===== src/rtl/mips_pkg.sv =====
// ----------------------------------------------------------------------------
// mips_pkg
// Shared definitions for the instruction-memory boot loader.
//   IMEM_AW        : instruction-memory word-address width (matches 10-bit PC count)
//   WORD_W         : instruction word width
//   loader_state_e : boot-loader FSM state encoding
// ----------------------------------------------------------------------------
package mips_pkg;

    localparam int unsigned IMEM_AW = 10;
    localparam int unsigned WORD_W  = 32;

    typedef enum logic [2:0] {
        StIdle,
        StLenHi,
        StLenLo,
        StData,
        StChk,
        StDone,
        StErr
    } loader_state_e;

endpackage


===== src/rtl/imem_byte_packer.sv =====
// ----------------------------------------------------------------------------
// imem_byte_packer
// Packs a stream of bytes big-endian into 32-bit words (byte 0 -> bits [31:24]).
// Ports:
//   i_clk, i_reset   : clock, asynchronous active-low reset
//   i_clear          : synchronous clear of byte index, shift register and strobe
//   i_byte_valid     : a byte is consumed this cycle
//   i_byte_data      : byte being consumed
//   o_byte_last      : combinational; the byte consumed this cycle completes a word
//   o_word_valid     : registered; a complete word sits in o_word this cycle
//   o_word           : shift register contents (complete word when o_word_valid)
// ----------------------------------------------------------------------------
module imem_byte_packer
    import mips_pkg::*;
(
    input  logic              i_clk,
    input  logic              i_reset,
    input  logic              i_clear,
    input  logic              i_byte_valid,
    input  logic [7:0]        i_byte_data,
    output logic              o_byte_last,
    output logic              o_word_valid,
    output logic [WORD_W-1:0] o_word
);

    logic [1:0]        r_idx;
    logic [WORD_W-1:0] r_shift;
    logic              r_word_valid;

    assign o_byte_last  = i_byte_valid && (r_idx == 2'd3);
    assign o_word_valid = r_word_valid;
    assign o_word       = r_shift;

    always_ff @(posedge i_clk or negedge i_reset) begin
        if (!i_reset) begin
            r_idx        <= 2'd0;
            r_shift      <= '0;
            r_word_valid <= 1'b0;
        end else if (i_clear) begin
            r_idx        <= 2'd0;
            r_shift      <= '0;
            r_word_valid <= 1'b0;
        end else begin
            // Strobe lags the 4th byte by one cycle, when the word is fully shifted in.
            r_word_valid <= o_byte_last;
            if (i_byte_valid) begin
                r_idx   <= r_idx + 2'd1;
                r_shift <= {r_shift[WORD_W-9:0], i_byte_data};
            end
        end
    end

endmodule


===== src/rtl/imem_loader.sv =====
// ----------------------------------------------------------------------------
// imem_loader
// Boot-time writer for the instruction memory. Receives a frame over a byte
// valid/ready handshake: LEN_HI, LEN_LO (word count N), 4*N data bytes packed
// big-endian into words written to addresses 0..N-1. Holds the CPU until the
// image is fully written.
// Optional feature macro: CHECKSUM_EN -- a trailing byte equal to the XOR of all
// data bytes must follow the data; mismatch ends in the error state.
// Ports:
//   i_clk, i_reset   : clock, asynchronous active-low reset
//   i_start          : 1-cycle pulse starting a load (honoured in idle/done/error)
//   i_byte_valid     : host byte available
//   i_byte_data      : host byte
//   o_byte_ready     : loader accepts a byte (transfer = valid & ready)
//   o_imem_we        : 1-cycle instruction-memory write strobe
//   o_imem_addr      : word address for o_imem_we
//   o_imem_wdata     : word for o_imem_we
//   o_cpu_hold       : 1 = CPU pipeline held
//   o_load_done      : image written successfully (level)
//   o_load_err       : length or checksum failure (level)
//   o_word_count     : words written in the current load
// ----------------------------------------------------------------------------
module imem_loader
    import mips_pkg::*;
#(
    parameter int unsigned ADDR_W    = IMEM_AW,
    parameter bit          BOOT_HOLD = 1'b1
) (
    input  logic              i_clk,
    input  logic              i_reset,
    input  logic              i_start,
    input  logic              i_byte_valid,
    input  logic [7:0]        i_byte_data,
    output logic              o_byte_ready,
    output logic              o_imem_we,
    output logic [ADDR_W-1:0] o_imem_addr,
    output logic [WORD_W-1:0] o_imem_wdata,
    output logic              o_cpu_hold,
    output logic              o_load_done,
    output logic              o_load_err,
    output logic [ADDR_W:0]   o_word_count
);

    // Image length limit; derived from the address width, never overridden.
    localparam int unsigned     DEPTH  = 1 << ADDR_W;
    localparam logic [ADDR_W:0] CntOne = 1;

    loader_state_e     r_state;
    loader_state_e     w_state_next;
    logic [7:0]        r_len_hi;
    logic [ADDR_W:0]   r_len;
    logic [ADDR_W:0]   r_count;
    logic [15:0]       w_len;
    logic              w_len_ok;
    logic              w_clear;
    logic              w_pack_valid;
    logic              w_byte_last;
    logic              w_word_valid;
    logic              w_last_word;
    logic [WORD_W-1:0] w_word;

`ifdef CHECKSUM_EN
    logic [7:0]        r_csum;
`endif

    // Length as seen while LEN_LO is on the bus.
    assign w_len    = {r_len_hi, i_byte_data};
    assign w_len_ok = (w_len != 16'd0) && (32'(w_len) <= DEPTH);

    assign o_byte_ready = (r_state == StLenHi) || (r_state == StLenLo) ||
                          (r_state == StData)  || (r_state == StChk);

    assign w_pack_valid = (r_state == StData) && i_byte_valid;

    // r_count still holds the index of the word being assembled: the previous
    // word's increment lands at least two cycles before the next 4th byte.
    assign w_last_word = w_byte_last && ((r_count + CntOne) == r_len);

    imem_byte_packer u_packer (
        .i_clk        (i_clk),
        .i_reset      (i_reset),
        .i_clear      (w_clear),
        .i_byte_valid (w_pack_valid),
        .i_byte_data  (i_byte_data),
        .o_byte_last  (w_byte_last),
        .o_word_valid (w_word_valid),
        .o_word       (w_word)
    );

    // Next-state logic.
    always_comb begin
        w_state_next = r_state;
        w_clear      = 1'b0;
        unique case (r_state)
            StIdle, StDone, StErr: begin
                if (i_start) begin
                    w_state_next = StLenHi;
                    w_clear      = 1'b1;
                end
            end
            StLenHi: begin
                if (i_byte_valid) begin
                    w_state_next = StLenLo;
                end
            end
            StLenLo: begin
                if (i_byte_valid) begin
                    w_state_next = w_len_ok ? StData : StErr;
                end
            end
            StData: begin
                if (w_last_word) begin
`ifdef CHECKSUM_EN
                    w_state_next = StChk;
`else
                    w_state_next = StDone;
`endif
                end
            end
`ifdef CHECKSUM_EN
            StChk: begin
                if (i_byte_valid) begin
                    w_state_next = (i_byte_data == r_csum) ? StDone : StErr;
                end
            end
`endif
            default: begin
                w_state_next = StErr;
            end
        endcase
    end

    always_ff @(posedge i_clk or negedge i_reset) begin
        if (!i_reset) begin
            r_state <= StIdle;
        end else begin
            r_state <= w_state_next;
        end
    end

    always_ff @(posedge i_clk or negedge i_reset) begin
        if (!i_reset) begin
            r_len_hi <= 8'd0;
            r_len    <= '0;
        end else begin
            if ((r_state == StLenHi) && i_byte_valid) begin
                r_len_hi <= i_byte_data;
            end
            if ((r_state == StLenLo) && i_byte_valid) begin
                r_len <= w_len[ADDR_W:0];
            end
        end
    end

    // Word counter doubles as the write address; it advances as each write fires.
    always_ff @(posedge i_clk or negedge i_reset) begin
        if (!i_reset) begin
            r_count <= '0;
        end else if (w_clear) begin
            r_count <= '0;
        end else if (w_word_valid) begin
            r_count <= r_count + CntOne;
        end
    end

`ifdef CHECKSUM_EN
    always_ff @(posedge i_clk or negedge i_reset) begin
        if (!i_reset) begin
            r_csum <= 8'd0;
        end else if (w_clear) begin
            r_csum <= 8'd0;
        end else if (w_pack_valid) begin
            r_csum <= r_csum ^ i_byte_data;
        end
    end
`endif

    assign o_imem_we    = w_word_valid;
    assign o_imem_addr  = r_count[ADDR_W-1:0];
    assign o_imem_wdata = w_word;
    assign o_word_count = r_count;

    // DONE is entered while the final write is still on the bus; completion and
    // CPU release wait one more cycle so release always follows that write.
    assign o_load_done = (r_state == StDone) && !w_word_valid;
    assign o_load_err  = (r_state == StErr);

    always_comb begin
        o_cpu_hold = 1'b1;
        if (r_state == StIdle) begin
            o_cpu_hold = BOOT_HOLD;
        end else if (r_state == StDone) begin
            o_cpu_hold = w_word_valid;
        end
    end

endmodule


===== config.mk =====
export PLATFORM = sky130hd
export DESIGN_NAME = imem_loader
export DESIGN_NICKNAME = d
export VERILOG_FILES = /design/src/rtl/mips_pkg.sv /design/src/rtl/imem_byte_packer.sv /design/src/rtl/imem_loader.sv
export SDC_FILE = /design/constraint.sdc
export NUM_CORES = 1
export LEC_CHECK = 0
export CORE_UTILIZATION = 54
export CTS_BUF_LIST = sky130_fd_sc_hd__clkbuf_4
export DETAILED_ROUTE_END_ITERATION = 7
export PLACE_DENSITY = 0.83
export SETUP_SLACK_MARGIN = 0.5
export SYNTH_ARGS = -nofsm -noshare
export SYNTH_HDL_FRONTEND = slang
export SYNTH_HIERARCHICAL = 1
export SYNTH_SLANG_ARGS = --single-unit
export TNS_END_PERCENT = 50

===== constraint.sdc =====
create_clock -name i_clk -period 5.8 [get_ports i_clk]
set_clock_uncertainty 0.15 [all_clocks]
set_input_delay 0.58 -clock i_clk [delete_from_list [all_inputs] [get_ports i_clk]]
set_output_delay 0.58 -clock i_clk [all_outputs]
set_load 0.05 [all_outputs]

==> flow_summary_export.csv <==
group,metric,value,unit
grt,grt_pass1_vias,2455,
pwr,pwr-share-clk,12.6,%
worst_setup_path,cpMaxStageDelayCell,"clkdlybuf4s50_1",
clock_tree,cts_buffers,9,
die,core_area,6061,µm²
logic_synthesis,syn_nets,326,
die,die_h,82.06,µm
placement,io_buffers,69,
pwr,p_leak,1.776,nW
clock_tree,htree_levels,3,
logic_synthesis,synth_xor_area_share,6.074,%
logic_synthesis,seq_area_frac_synth,49.17,%
clock_tree,cts_tree,"yes",
final_layout,fin_util,68.25,%
detailed_routing,dr.pass1.iters,4,
grt,antenna_found_initial,0,
logic_synthesis,synth.mux.area_fraction,15.98,%
sta,layout_min_cycle_time,2998,ps
outcome,outcome,"finished clean",
final_layout,area_delta_synth_final,19.52,%
final_layout,diodes,0,
logic_synthesis,synth_top_area_cell,"dfrtp_1",
die,die-area,6733,µm²
worst_setup_path,crit_family,"buffers and inverters",
grt,grt_pass1_wl,11.75,mm
placement,place_inst,428,
flow_run,drv_cap,0,
clock_tree,clk-insertion-delay-late,400,ps
pwr,intPower,0.001094,W
pwr,cellPowerDensity,480.0,nW/µm²
logic_synthesis,syn_area_per_cell,11.09,µm²
pwr,irDropWorstVdd,406.1,µV
worst_setup_path,critPathKind,"register to output pin",
sta,setup_tns,0,ps
clock_tree,root_buffer,"clkbuf_4",
die,die_w,82.06,µm
clock_tree,cts_sinks,68,
detailed_routing,drc,0,
final_layout,layout_common_cells,"68 x clkdlybuf4s50_1, 68 x dfrtp_1, 50 x nor2_1",
sta,relSlewSlack,43.17,%
worst_setup_path,worst_ep_arrival_time,2270,ps
clock_tree,clkTransAtPathRegs,100,ps
logic_synthesis,ys_top_cells_by_area,"dfrtp_1 49%, mux2i_1 10%, mux2_2 5.9%",
grt,overflow,0,
die,ios,70,
detailed_routing,vias,2495,
sta,setup_viol,0,
worst_setup_path,worstPathCellList,"nor2b_1 -> nand3b_1 -> inv_1 -> clkdlybuf4s50_1",
logic_synthesis,synth_ff_type,"dfrtp_1",
worst_setup_path,crit_required,5070,ps
logic_synthesis,synth-simple-area-share,15.44,%
pwr,netSwitchingPower,0.0008912,W
detailed_routing,drt-total-wl,7.117,mm
logic_synthesis,syn_area,3461,µm²
logic_synthesis,synth_warnings,6,
die,start_util,57.10,%
grt,grt_max_degree,69,
worst_setup_path,crit_buf_inv,2,
placement,dpl_cell_area,4038,µm²
clock_tree,holdBufCountCts,0,
clock_tree,cts-resized-gates,0,
worst_setup_path,end_kind,"output pin",
pwr,swShare,44.88,%
logic_synthesis,yosysTopAreaCellShare,49.17,%
logic_synthesis,synth_compound_area_share,5.134,%
final_layout,finalInstanceArea,4136,µm²
logic_synthesis,synth.distinct_cells,48,
sta,max_freq,0.3336,GHz
grt,grt_util_all_layers,23.57,%
final_layout,nNetsFinal,378,
logic_synthesis,synth_seq_cells,68,
detailed_routing,ant_nets,0,
logic_synthesis,async_reset_ff_share,100.0,%
worst_setup_path,slowest_delay,800,ps
die,rows,28,
final_layout,layout-drive-gt1-share,12.53,%
final_layout,final_cells,442,
placement,dpl.hpwl,4.881,mm
sta,fin_crit_sh,51.69,%
sta,tightest_slew,852.5,ps
pwr,combPwrFrac,48.1,%
clock_tree,clockBufferDepth,2,
logic_synthesis,synth_fa_ha_area_share,0.7231,%
worst_setup_path,cp_max_fo,11,
clock_tree,post_cts_buffers,0,
placement,place.gp.congestion,0.8202,
pwr,seqPwrFrac,39.3,%
detailed_routing,routedWlPerCell,16.10,µm
detailed_routing,drt_iter0_markers,221,
detailed_routing,vias_per_cell,5.645,
sta,grt_setup_unrepaired,"false",
min_path,min_path_type,"input pin to asynchronous set/reset pin",
pwr,power.total,0.001986,W
sta,drv_slew,0,
worst_setup_path,worst_setup_path_start_kind,"register",
logic_synthesis,synth_top_family_by_area,"multiplexers",
logic_synthesis,synthCells,312,
logic_synthesis,synth_edf_count,0,
sta,finalHoldViolations,0,
worst reg2reg max path, stage by stage, from the launching register on:
cell	delay, ps
dfrtp_1	590
ha_1	350
nand3_1	150
xnor2_1	170
a2111oi_0	520
nand4_1	180
o31a_1	260
routing by layer:
layer	wire [µm]	global-route usage [%]	vias up
li1	-	-	1166
met1	3233	31.45	1226
met2	3361	36.36	83
met3	338	4.778	20
met4	183	11.93	0
met5	0	0	-
power by group through the flow:
stage	clock (W)	sequential (W)	combinational [W]
floorplan	0	0.000984	0.000481
global placement	0	0.000786	0.000936
detailed placement	0	0.000787	0.000957
CTS	0.000256	0.000780	0.000960
global route	0.000272	0.000800	0.00102
finish	0.000250	0.000781	0.000954
cell usage after synthesis (3+ instances only):
library cell  number
nor2b_1            4
inv_1              5
buf_4             12
mux2i_1           35
nand3_1            7
dfrtp_1           68
o21ai_0            3
buf_2              7
nor2_1            51
xor2_1            12
nand2b_1           4
nand2_1            7
and2_1             3
buf_12             3
or4_1              4
a21oi_1            4
mux2_2            18
nand4_1            7
xnor2_1           12
clkbuf_1           6
state kept, by name, summed over array words and instances (netlist names):
signal / flops
o_word_count: 11
r_len: 11
r_len_hi: 8
r_state: 3
u_packer/o_word: 32
u_packer/o_word_valid: 1
u_packer/r_idx: 2
stage by stage:
stage,hold slack (ps),worst slack (ps)
2_1_floorplan,134.4,3219
3_3_place_gp,346.3,3078
3_5_place_dp,345.2,3013
4_1_cts,221.2,2817
5_1_grt,268.5,2637
6_report,191.1,2802
final cells by class:
type / instances / area [µm²]
clock inverters: 3 / 16.27
multi-input cells: 207 / 1508
fillers: 454 / 1924
clock buffers: 11 / 82.58
well taps: 75 / 93.84
inverters: 5 / 18.77
flip-flops and latches: 68 / 1702
repair buffers: 73 / 715.7
cell families after synthesis:
family          after synthesis
xor+xnor                     24
flops                        68
simple gates                104
mux                          53
compound gates               24
fa+ha+maj                     2
buf+inv                      37
final timing paths:
path / startpoint / end / slack (ps) / cells after the start
setup / recovery: r_state[0]$_DFFE_PN0P_ / o_load_done / 2800 / 4
hold / removal: i_reset / u_packer/o_word[26]$_DFFE_PN0P_ / 190 / 2
setup reg to reg: o_word_count[0]$_DFFE_PN0P_ / r_state[1]$_DFFE_PN0P_ / 3320 / 6
hold reg to reg: r_len_hi[3]$_DFFE_PN0P_ / r_len_hi[3]$_DFFE_PN0P_ / 360 / 1
max in group asynchronous: i_reset / u_packer/o_word[4]$_DFFE_PN0P_ / 4730 / 2
min in group i_clk: r_len_hi[3]$_DFFE_PN0P_ / r_len_hi[3]$_DFFE_PN0P_ / 360 / 1
No activity file was read; power rests on OpenSTA's default activity.
